### config.mk
export PLATFORM = sky130hd
export DESIGN_NAME = ioctl_multiseg_loader
export DESIGN_NICKNAME = d
export VERILOG_FILES = /design/src/rtl/ioctl_multiseg_loader.sv
export SDC_FILE = /design/constraint.sdc
export NUM_CORES = 1
export LEC_CHECK = 0
export CORE_UTILIZATION = 24
export DETAILED_ROUTE_END_ITERATION = 10
export SLEW_MARGIN = 20
export SYNTH_ARGS = -nofsm -noshare
export SYNTH_HDL_FRONTEND = slang
export SYNTH_SLANG_ARGS = --single-unit
export TNS_END_PERCENT = 100
### constraint.sdc
create_clock -name i_HPSIO_CLK -period 5.95 [get_ports i_HPSIO_CLK]
set_input_delay 0.595 -clock i_HPSIO_CLK [delete_from_list [all_inputs] [get_ports i_HPSIO_CLK]]
set_output_delay 0.595 -clock i_HPSIO_CLK [all_outputs]
set_load 0.01 [all_outputs]
### src/rtl/ioctl_multiseg_loader.sv
// Simulation-side HPS ioctl download generator: streams a table of segments
// from a req/valid byte source onto a core's ioctl download port.
module ioctl_multiseg_loader #(
  parameter int unsigned DATA_WIDTH   = 8,
  parameter int unsigned NUM_SEGMENTS = 2,
  parameter int unsigned WR_INTERVAL  = 6,
  parameter int unsigned PRE_CYCLES   = 192,
  parameter int unsigned GAP_CYCLES   = 128
) (
  input  logic                       i_HPSIO_CLK,
  input  logic                       i_RST,
  input  logic                       i_START,
  input  logic [16*NUM_SEGMENTS-1:0] i_SEG_INDEX,
  input  logic [32*NUM_SEGMENTS-1:0] i_SEG_LEN,
  output logic                       o_SRC_REQ,
  input  logic                       i_SRC_VALID,
  input  logic [7:0]                 i_SRC_DATA,
  output logic                       o_IOCTL_DOWNLOAD,
  output logic [15:0]                o_IOCTL_INDEX,
  output logic [26:0]                o_IOCTL_ADDR,
  output logic [DATA_WIDTH-1:0]      o_IOCTL_DATA,
  output logic                       o_IOCTL_WR,
  input  logic                       i_IOCTL_WAIT,
  output logic                       o_BUSY,
  output logic                       o_DONE,
  output logic [2:0]                 o_SEG_NUM
);

  localparam int unsigned BPW = DATA_WIDTH / 8;

  typedef enum logic [2:0] {
    S_IDLE, S_PRE, S_FETCH, S_SETUP, S_STROBE, S_HOLD, S_GAP, S_DONE
  } state_t;

  state_t                r_state, w_state_nxt;
  logic [31:0]           r_cnt;
  logic [31:0]           r_rem;
  logic [1:0]            r_bcnt;
  logic [2:0]            r_seg;
  logic [DATA_WIDTH-1:0] r_word;
  logic                  r_download;
  logic [15:0]           r_index;
  logic [26:0]           r_addr;
  logic [DATA_WIDTH-1:0] r_data;

  logic                  w_req, w_take, w_word_full, w_last_seg, w_enter_pre;
  logic [31:0]           w_rem_nxt;
  logic [1:0]            w_bcnt_nxt;
  logic [2:0]            w_pre_seg;
  logic [DATA_WIDTH-1:0] w_word_nxt;
  logic [15:0]           w_seg_index;
  logic [31:0]           w_seg_len;

  // A word is complete once bpw bytes are in or the segment has run dry;
  // unfilled upper bytes keep the 0xFF preset of r_word.
  assign w_req       = (r_state == S_FETCH) && (32'(r_bcnt) < BPW) && (r_rem != '0);
  assign w_take      = w_req && i_SRC_VALID;
  assign w_rem_nxt   = r_rem - 32'(w_take);
  assign w_bcnt_nxt  = r_bcnt + 2'(w_take);
  assign w_word_full = (32'(w_bcnt_nxt) >= BPW) || (w_rem_nxt == '0);
  assign w_last_seg  = (32'(r_seg) == NUM_SEGMENTS - 1);
  assign w_pre_seg   = (r_state == S_GAP) ? r_seg + 3'd1 : '0;
  assign w_enter_pre = (w_state_nxt == S_PRE) && (r_state != S_PRE);

  always_comb begin
    w_word_nxt = r_word;
    if (w_take) begin
      for (int unsigned b = 0; b < BPW; b++) begin
        if (32'(r_bcnt) == b) w_word_nxt[8*b +: 8] = i_SRC_DATA;
      end
    end
  end

  always_comb begin
    w_seg_index = '0;
    w_seg_len   = '0;
    for (int unsigned n = 0; n < NUM_SEGMENTS; n++) begin
      if (32'(w_pre_seg) == n) begin
        w_seg_index = i_SEG_INDEX[16*n +: 16];
        w_seg_len   = i_SEG_LEN[32*n +: 32];
      end
    end
  end

  always_ff @(posedge i_HPSIO_CLK or posedge i_RST) begin
    if (i_RST) r_state <= S_IDLE;
    else       r_state <= w_state_nxt;
  end

  always_comb begin
    w_state_nxt = r_state;
    case (r_state)
      S_IDLE, S_DONE: if (i_START) w_state_nxt = S_PRE;
      S_PRE:
        if (!i_IOCTL_WAIT && r_cnt == PRE_CYCLES - 1)
          w_state_nxt = (r_rem != '0) ? S_FETCH : S_GAP;
      S_FETCH:  if (w_word_full && !i_IOCTL_WAIT) w_state_nxt = S_SETUP;
      S_SETUP:  if (!i_IOCTL_WAIT) w_state_nxt = S_STROBE;
      // The strobe always advances so WR is never stretched by wait.
      S_STROBE: w_state_nxt = S_HOLD;
      S_HOLD:
        if (!i_IOCTL_WAIT && r_cnt == WR_INTERVAL - 1)
          w_state_nxt = (r_rem != '0) ? S_FETCH : S_GAP;
      S_GAP:
        if (!i_IOCTL_WAIT && r_cnt == GAP_CYCLES - 1)
          w_state_nxt = w_last_seg ? S_DONE : S_PRE;
      default: w_state_nxt = S_IDLE;
    endcase
  end

  always_ff @(posedge i_HPSIO_CLK or posedge i_RST) begin
    if (i_RST) begin
      r_cnt      <= '0;
      r_rem      <= '0;
      r_bcnt     <= '0;
      r_seg      <= '0;
      r_word     <= '1;
      r_download <= 1'b0;
      r_index    <= '0;
      r_addr     <= '0;
      r_data     <= '0;
    end else begin
      if (!i_IOCTL_WAIT) r_cnt <= r_cnt + 1;
      if ((w_state_nxt != r_state) && (w_state_nxt inside {S_PRE, S_SETUP, S_GAP}))
        r_cnt <= '0;

      if (w_enter_pre) begin
        r_seg      <= w_pre_seg;
        r_index    <= w_seg_index;
        r_addr     <= '0;
        r_rem      <= w_seg_len;
        r_download <= 1'b1;
        r_bcnt     <= '0;
        r_word     <= '1;
      end

      if (r_state == S_FETCH) begin
        r_rem <= w_rem_nxt;
        if (w_state_nxt == S_SETUP) begin
          r_data <= w_word_nxt;
          r_word <= '1;
          r_bcnt <= '0;
        end else begin
          r_word <= w_word_nxt;
          r_bcnt <= w_bcnt_nxt;
        end
      end

      if ((r_state == S_HOLD) && (w_state_nxt != S_HOLD))
        r_addr <= r_addr + 27'(BPW);

      if ((w_state_nxt == S_GAP) && (r_state != S_GAP))
        r_download <= 1'b0;

      if ((w_state_nxt == S_DONE) && (r_state != S_DONE)) begin
        r_download <= 1'b0;
        r_addr     <= '0;
        r_data     <= '0;
        r_index    <= '0;
      end
    end
  end

  assign o_SRC_REQ        = w_req;
  assign o_IOCTL_DOWNLOAD = r_download;
  assign o_IOCTL_INDEX    = r_index;
  assign o_IOCTL_ADDR     = r_addr;
  assign o_IOCTL_DATA     = r_data;
  assign o_IOCTL_WR       = (r_state == S_STROBE);
  assign o_BUSY           = (r_state != S_IDLE) && (r_state != S_DONE);
  assign o_DONE           = (r_state == S_DONE);
  assign o_SEG_NUM        = r_seg;

endmodule

Word level (Yosys, flattened, before mapping)

Cells that the tools add are included.

Flip-flop bits (word level): 132
Input port bits: 109
Output and inout bits: 59
Word-level logic and storage cells: 106

Add/sub/neg operators: 5
$lt $le $gt $ge: 2
Equal/unequal tests: 22
Multiplexer cells: 37
Reduce and logical (&&, ||, !) cells: 30

Operators with widths:

| cell                                            | number |
|---|---|
| 2-to-1 mux 32 bit                               | 6 |
| 2-to-1 mux 27 bit                               | 3 |
| 2-to-1 mux 16 bit                               | 4 |
| 2-to-1 mux 8 bit                                | 8 |
| adder 32 x 1 -> 32 bit (second input constant)  | 1 |
| == test 32 x 3 -> 1 bit (second input constant) | 1 |
| == test 32 x 7 -> 1 bit (second input constant) | 1 |
| == test 32 x 8 -> 1 bit (second input constant) | 1 |
| zero test 32 bit                                | 1 |
| nonzero test 32 bit                             | 1 |
| subtractor 32 x 1 -> 32 bit                     | 1 |
| adder 27 x 1 -> 27 bit (second input constant)  | 1 |
| 2-to-1 mux 3 bit                                | 9 |
| one-hot mux 3 bit (7 select lines)              | 1 |
| == test 3 bit (second input constant)           | 6 |
| logical AND 1 bit                               | 13 |
| == test 3 x 1 -> 1 bit (second input constant)  | 4 |
| nonzero test 3 bit                              | 4 |
| == test 3 x 2 -> 1 bit (second input constant)  | 3 |
| inequality test 3 bit (second input constant)   | 3 |
| nonzero test 2 bit                              | 4 |
| zero test 3 bit                                 | 2 |
| 2-to-1 mux 2 bit                                | 3 |
| adder 3 x 1 -> 3 bit (second input constant)    | 1 |
| other kinds (12)                                | 14 |

Longest topological paths before layout

Depth after elaboration: 15
Depth in mapped cells: 21
Gate-level depth less buffers: 16

Worst setup path after synthesis

Ideal clock, no wire load.

Path type: reg-to-reg
Start: reg r_rem[10]
End: reg r_cnt[17]
Setup time: 0.119 ns
Arrival time: 4.874 ns
Data required time: 5.831 ns
Setup slack: 0.957 ns
Stages on the path, launching flop included: 21
Path buffers: 4
Clock period less this slack: 4.993 ns
Cell sequence: dfrtp_1 -> clkbuf_1 -> nor3_2 -> nand4_1 -> nor3_1 -> nor4_1 -> nand2_1 -> inv_1 -> ha_1 -> ha_1 -> buf_2 -> nor4b_1 -> nand2_1 -> o31a_1 -> nor4_1 -> and4_1 -> a21oi_1 -> buf_6 -> o41ai_4 -> buf_6 -> nor2_1

Word-level cells in the longest chain between the ends: 13
Elaborated cells between the ends (all ways): 22
Those cells by class: add/sub (2); order compare (1); eq/ne (5); mux (6); reduce/logical (8)

RTL lines:

| what                                                                          | RTL line | source |
|---|---|---|
| start: declaration                                                            | 37       | `logic [31:0] r_rem;` |
| start signal: assignment                                                      | 131      | `r_rem <= w_seg_len;` |
| start signal: assignment                                                      | 138      | `r_rem <= w_rem_nxt;` |
| nonzero test 32 bit (*)                                                       | 56       | `assign w_req = (r_state == S_FETCH) && (32'(r_bcnt) < BPW) && (r_rem != '0);` |
| logical AND 1 bit (*)                                                         | 56       |  |
| via o_SRC_REQ                                                                 | 15       | `output logic o_SRC_REQ,` |
| logical AND 1 bit (*)                                                         | 57       | `assign w_take = w_req && i_SRC_VALID;` |
| subtractor 32 x 1 -> 32 bit or adder 2 x 1 -> 2 bit (tied branches)           | 58, 59   |  |
| zero test 32 bit or >= comparator 2 x 1 -> 1 bit (tied branches)              | 60       | `assign w_word_full = (32'(w_bcnt_nxt) >= BPW) \|\| (w_rem_nxt == '0);` |
| logical OR 1 bit (*)                                                          | 60       |  |
| logical AND 1 bit (*)                                                         | 97       | `S_FETCH: if (w_word_full && !i_IOCTL_WAIT) w_state_nxt = S_SETUP;` |
| 2-to-1 mux 3 bit (*)                                                          | 97       |  |
| one-hot mux 3 bit (7 select lines) (*)                                        | 92       | `case (r_state)` |
| == test 3 x 1 -> 1 bit (tied with other cells)                                | 124      | `if ((w_state_nxt != r_state) && (w_state_nxt inside {S_PRE, S_SETUP, S_GAP}))` |
| nonzero test 3 bit                                                            | 124      |  |
| logical AND 1 bit (*)                                                         | 124      |  |
| inequality test 2 x 1 -> 1 bit (no line) or 2-to-1 mux 32 bit (tied branches) | --       |  |
| end signal: assignment                                                        | 123      | `if (!i_IOCTL_WAIT) r_cnt <= r_cnt + 1;` |
| end: declaration                                                              | 36       | `logic [31:0] r_cnt;` |

Mark *: on every way through the listed nets, which the timed path passes. The rest lies on a longest branch.
A chain may end at the register's enable or synchronous reset.

Worst setup path after layout

Start: reg r_rem[10]
End: reg r_addr[15], in the netlist o_IOCTL_ADDR[15]

Word-level cells in the longest chain between the ends: 13
Elaborated cells between the ends (all ways): 23
Those cells by class: add/sub (2); order compare (1); eq/ne (3); mux (7); reduce/logical (10)

RTL lines:

| what                                                                | RTL line    | source |
|---|---|---|
| nonzero test 32 bit                                                 | 56, 96, 103 |  |
| logical AND 1 bit                                                   | 56          |  |
| logical AND 1 bit                                                   | 57          |  |
| subtractor 32 x 1 -> 32 bit or adder 2 x 1 -> 2 bit (tied branches) | 58, 59      |  |
| zero test 32 bit or >= comparator 2 x 1 -> 1 bit (tied branches)    | 60          |  |
| logical OR 1 bit                                                    | 60          |  |
| logical AND 1 bit                                                   | 97          |  |
| 2-to-1 mux 3 bit                                                    | 97          |  |
| one-hot mux 3 bit (7 select lines) (*)                              | 92          |  |
| inequality test 3 bit                                               | 149         | `if ((r_state == S_HOLD) && (w_state_nxt != S_HOLD))` |
| logical AND 1 bit                                                   | 149         |  |
| 2-to-1 mux 27 bit                                                   | 149         |  |
| 2-to-1 mux 27 bit                                                   | 155         | `if ((w_state_nxt == S_DONE) && (r_state != S_DONE)) begin` |
| end signal: assignment                                              | 150         | `r_addr <= r_addr + 27'(BPW);` |
| end: declaration                                                    | 43          | `logic [26:0] r_addr;` |

Mark *: on every way between the ends. The rest lies on a longest branch, timed or not.

==> impl_metrics.json <==
{
  "path_clk_slew_ns": 0.06,
  "ys_seq_area_share_pct": 42.6,
  "grt_pass1_vias": 6734,
  "grt_max_degree": 60,
  "grt_pass1_wl_um": 37400,
  "start_util_pct": 24.5,
  "rsz0062_at_grt": "false",
  "htree_levels": 4,
  "dr.pass1.iters": 5,
  "synth_top_area_cell": "dfrtp_1",
  "syn_to_final_growth_pct": 34.9,
  "syn_nets": 944,
  "fin_crit_ns": 5.29,
  "synth_warnings": 0,
  "busiest_layer": "met2",
  "clk_latency_ns": 0.42,
  "final_cell_mix": "167 x clkdlybuf4s50_1, 124 x dfrtp_1, 85 x nor2_1",
  "peakVddDrop_v": 0.000226,
  "post-route-period-util_pct": 88.9,
  "synth_area_mm2": 0.00777,
  "fmax_mhz": 189,
  "cts_hold_buf": 0,
  "die_w_um": 182,
  "portBuffers": 167,
  "synthCells": 827,
  "synthTopCellsByArea": "dfrtp_1 40%, nor2_1 4.1%, xor2_1 3.9%",
  "holdWs_ns": 0.487,
  "clock_path_buffers": 2,
  "path_class": "reg2reg",
  "synth_edf_count": 0,
  "max_stage_delay_ns": 0.69,
  "outcome": "finished clean",
  "root_buffer": "clkbuf_16",
  "power_density_mw_per_mm2": 430,
  "overflow": 0,
  "finalSetupTns_ns": 0,
  "grt.total_usage_pct": 14.3,
  "r2r_cells": 17,
  "routed_via_density": 5.07,
  "drc": 0,
  "dieArea_mm2": 0.0331,
  "skew_ns": 0.0129,
  "hp-class": "reg2reg",
  "final_nets": 1092,
  "io_pins": 168,
  "required_ns": 6.26,
  "synth_top_area_share_pct": 39.9,
  "post-cts-setup-buffer-count": 0,
  "cts.repair.resized": 0,
  "crit_family": "simple AND/OR/NAND/NOR gates",
  "async_flop_share_pct": 100,
  "ant_nets": 0,
  "cp_max_fo": 17,
  "synth-seq-cells": 132,
  "wl_um": 23600,
  "fp-row-count": 65,
  "r2r-end": "o_IOCTL_ADDR[15]",
  "slew_violations": 0,
  "holdPathStages": 1,
  "critPathLaunchType": "register",
  "n_antenna_cell": 0,
  "cp.buffers_inverters": 2,
  "hold_violations": 0,
  "critPathCaptureType": "register",
  "use_met2_pct": 22.7,
  "core_mm2": 0.0317,
  "routabilityCongestion": 0.845,
  "vias": 7054,
  "power_leakage_uw": 0.00403,
  "cp.depth": 17,
  "cts_buffers": 17,
  "worstSetupEndpoint": "o_IOCTL_ADDR[15]",
  "reg2reg_from": "r_rem[10]",
  "max_cap_viol_count": 0,
  "cts_sinks": 132,
  "slowest_stage": "or3_1",
  "antenna_found_initial": 0,
  "post-dp-hpwl_um": 16800,
  "layout_commonest_cell": "clkdlybuf4s50_1",
  "tightest_slew_ns": 1.03,
  "drtIter0Drc": 486,
  "startpoint": "r_rem[10]",
  "avgSynthCellArea_um2": 9.39,
  "cts_tree": "built",
  "wire_per_inst_um": 17.0,
  "crit_arrival_ns": 5.60,
  "die_y_um": 182,
  "setup_violations": 0,
  "use_met1_pct": 19.3,
  "r2r_setup_slack_ns": 0.66,
  "grt_use_met3_pct": 3.29,
  "drive_gt1_share_pct": 10.5,
  "maxSlewHeadroom_pct": 30.5,
  "synth-main-ff-cell": "dfrtp_1",
  "yosysUniqueCellTypes": 77,
  "crit_chain": "nor3_2 > nand4_1 > nor3_1 > nor4_1 > nand2_1 > inv_1 > ha_1 > ha_1 > nor4b_1 > nand2_1 > o31a_1 > nor4_1 > and4_1 > a21oi_1 > buf_4 > or3_1 > a31o_1"
}
-- report_power, final --
group	internal (uW)	switching (uW)	total [uW]	leakage, uW
sequential	1100	271	1370	0.00170
combinational	773	1160	1940	0.00201
clock	771	417	1190	0.000322
total	2650	1850	4500	0.00403
-- metal layers --
metal	part of all wire, %	up-vias
li1	-	3414
met1	48	3415
met2	46	210
met3	5.7	15
met4	1.0	0
met5	0	-
-- synthesized netlist by cell type (18+ instances only) --
library cell and number:
nand2_1 56, o21ai_0 29, nand4_1 18, nor2_1 85, a22oi_1 25, clkbuf_1 38
dfrtp_1 124, nand3_1 26, a221oi_1 21, nor2_2 18, xnor2_1 19, nor3_1 31
nor4_1 20, a21oi_1 29, o2bb2ai_1 24, xor2_1 35
-- cell families (layout without fill, tap and decap cells) --
family / count (synthesis) / after routing / share of synthesized area [%]
flops: 132 / 132 / 42.6
xor+xnor: 54 / 54 / 6.09
compound gates: 207 / 207 / 19.9
mux: 12 / 12 / 1.58
buf+inv: 65 / 226 / 3.80
simple gates: 349 / 349 / 24.7
fa+ha+maj: 8 / 8 / 1.29
-- area by class of cell --
class | count | area [um^2]
clock buffers | 21 | 460
repair buffers | 179 | 1760
flip-flops and latches | 132 | 3310
multi-input cells | 630 | 4180
inverters | 15 | 58.8
well taps | 402 | 503
fillers | 3242 | 21200
clock inverters | 11 | 199
-- per-stage QoR --
step / util [%] / total power [uW] / instance area [um^2] / worst slack, ns / std cells
4_1_cts: 33.0 / 4560 / 10500 / 0.673 / 1390
6_report: 33.0 / 4500 / 10500 / 0.658 / 1390
2_1_floorplan: - / 2710 / 7770 / 0.957 / 827
3_5_place_dp: 30.9 / 3350 / 9810 / 0.700 / 1358
5_1_grt: 33.0 / 4820 / 10500 / 0.124 / 1390
3_3_place_gp: 30.9 / 3320 / 9810 / 0.862 / 1358
-- worst min-delay path by stage --
stage,startpoint,end,slack [ns]
after floorplan,r_rem[28],r_rem[28],0.46
after global placement,o_IOCTL_INDEX[13],o_IOCTL_INDEX[13],0.47
after detailed placement,o_IOCTL_INDEX[2],o_IOCTL_INDEX[2],0.48
after CTS,r_rem[28],r_rem[28],0.49
after global routing,r_rem[28],r_rem[28],0.51
final,o_IOCTL_INDEX[2],o_IOCTL_INDEX[2],0.49
-- state kept, by name, indices dropped and copies added, names as in the netlist --
| name | cells |
|---|---|
| r_cnt | 32 |
| r_rem | 32 |
| o_IOCTL_ADDR | 27 |
| o_SEG_NUM | 3 |
| o_IOCTL_DOWNLOAD | 1 |
| r_bcnt | 2 |
| r_state | 3 |
| o_IOCTL_INDEX | 16 |
| r_word | 8 |
| o_IOCTL_DATA | 8 |
Power figures use the tool's default switching activity.
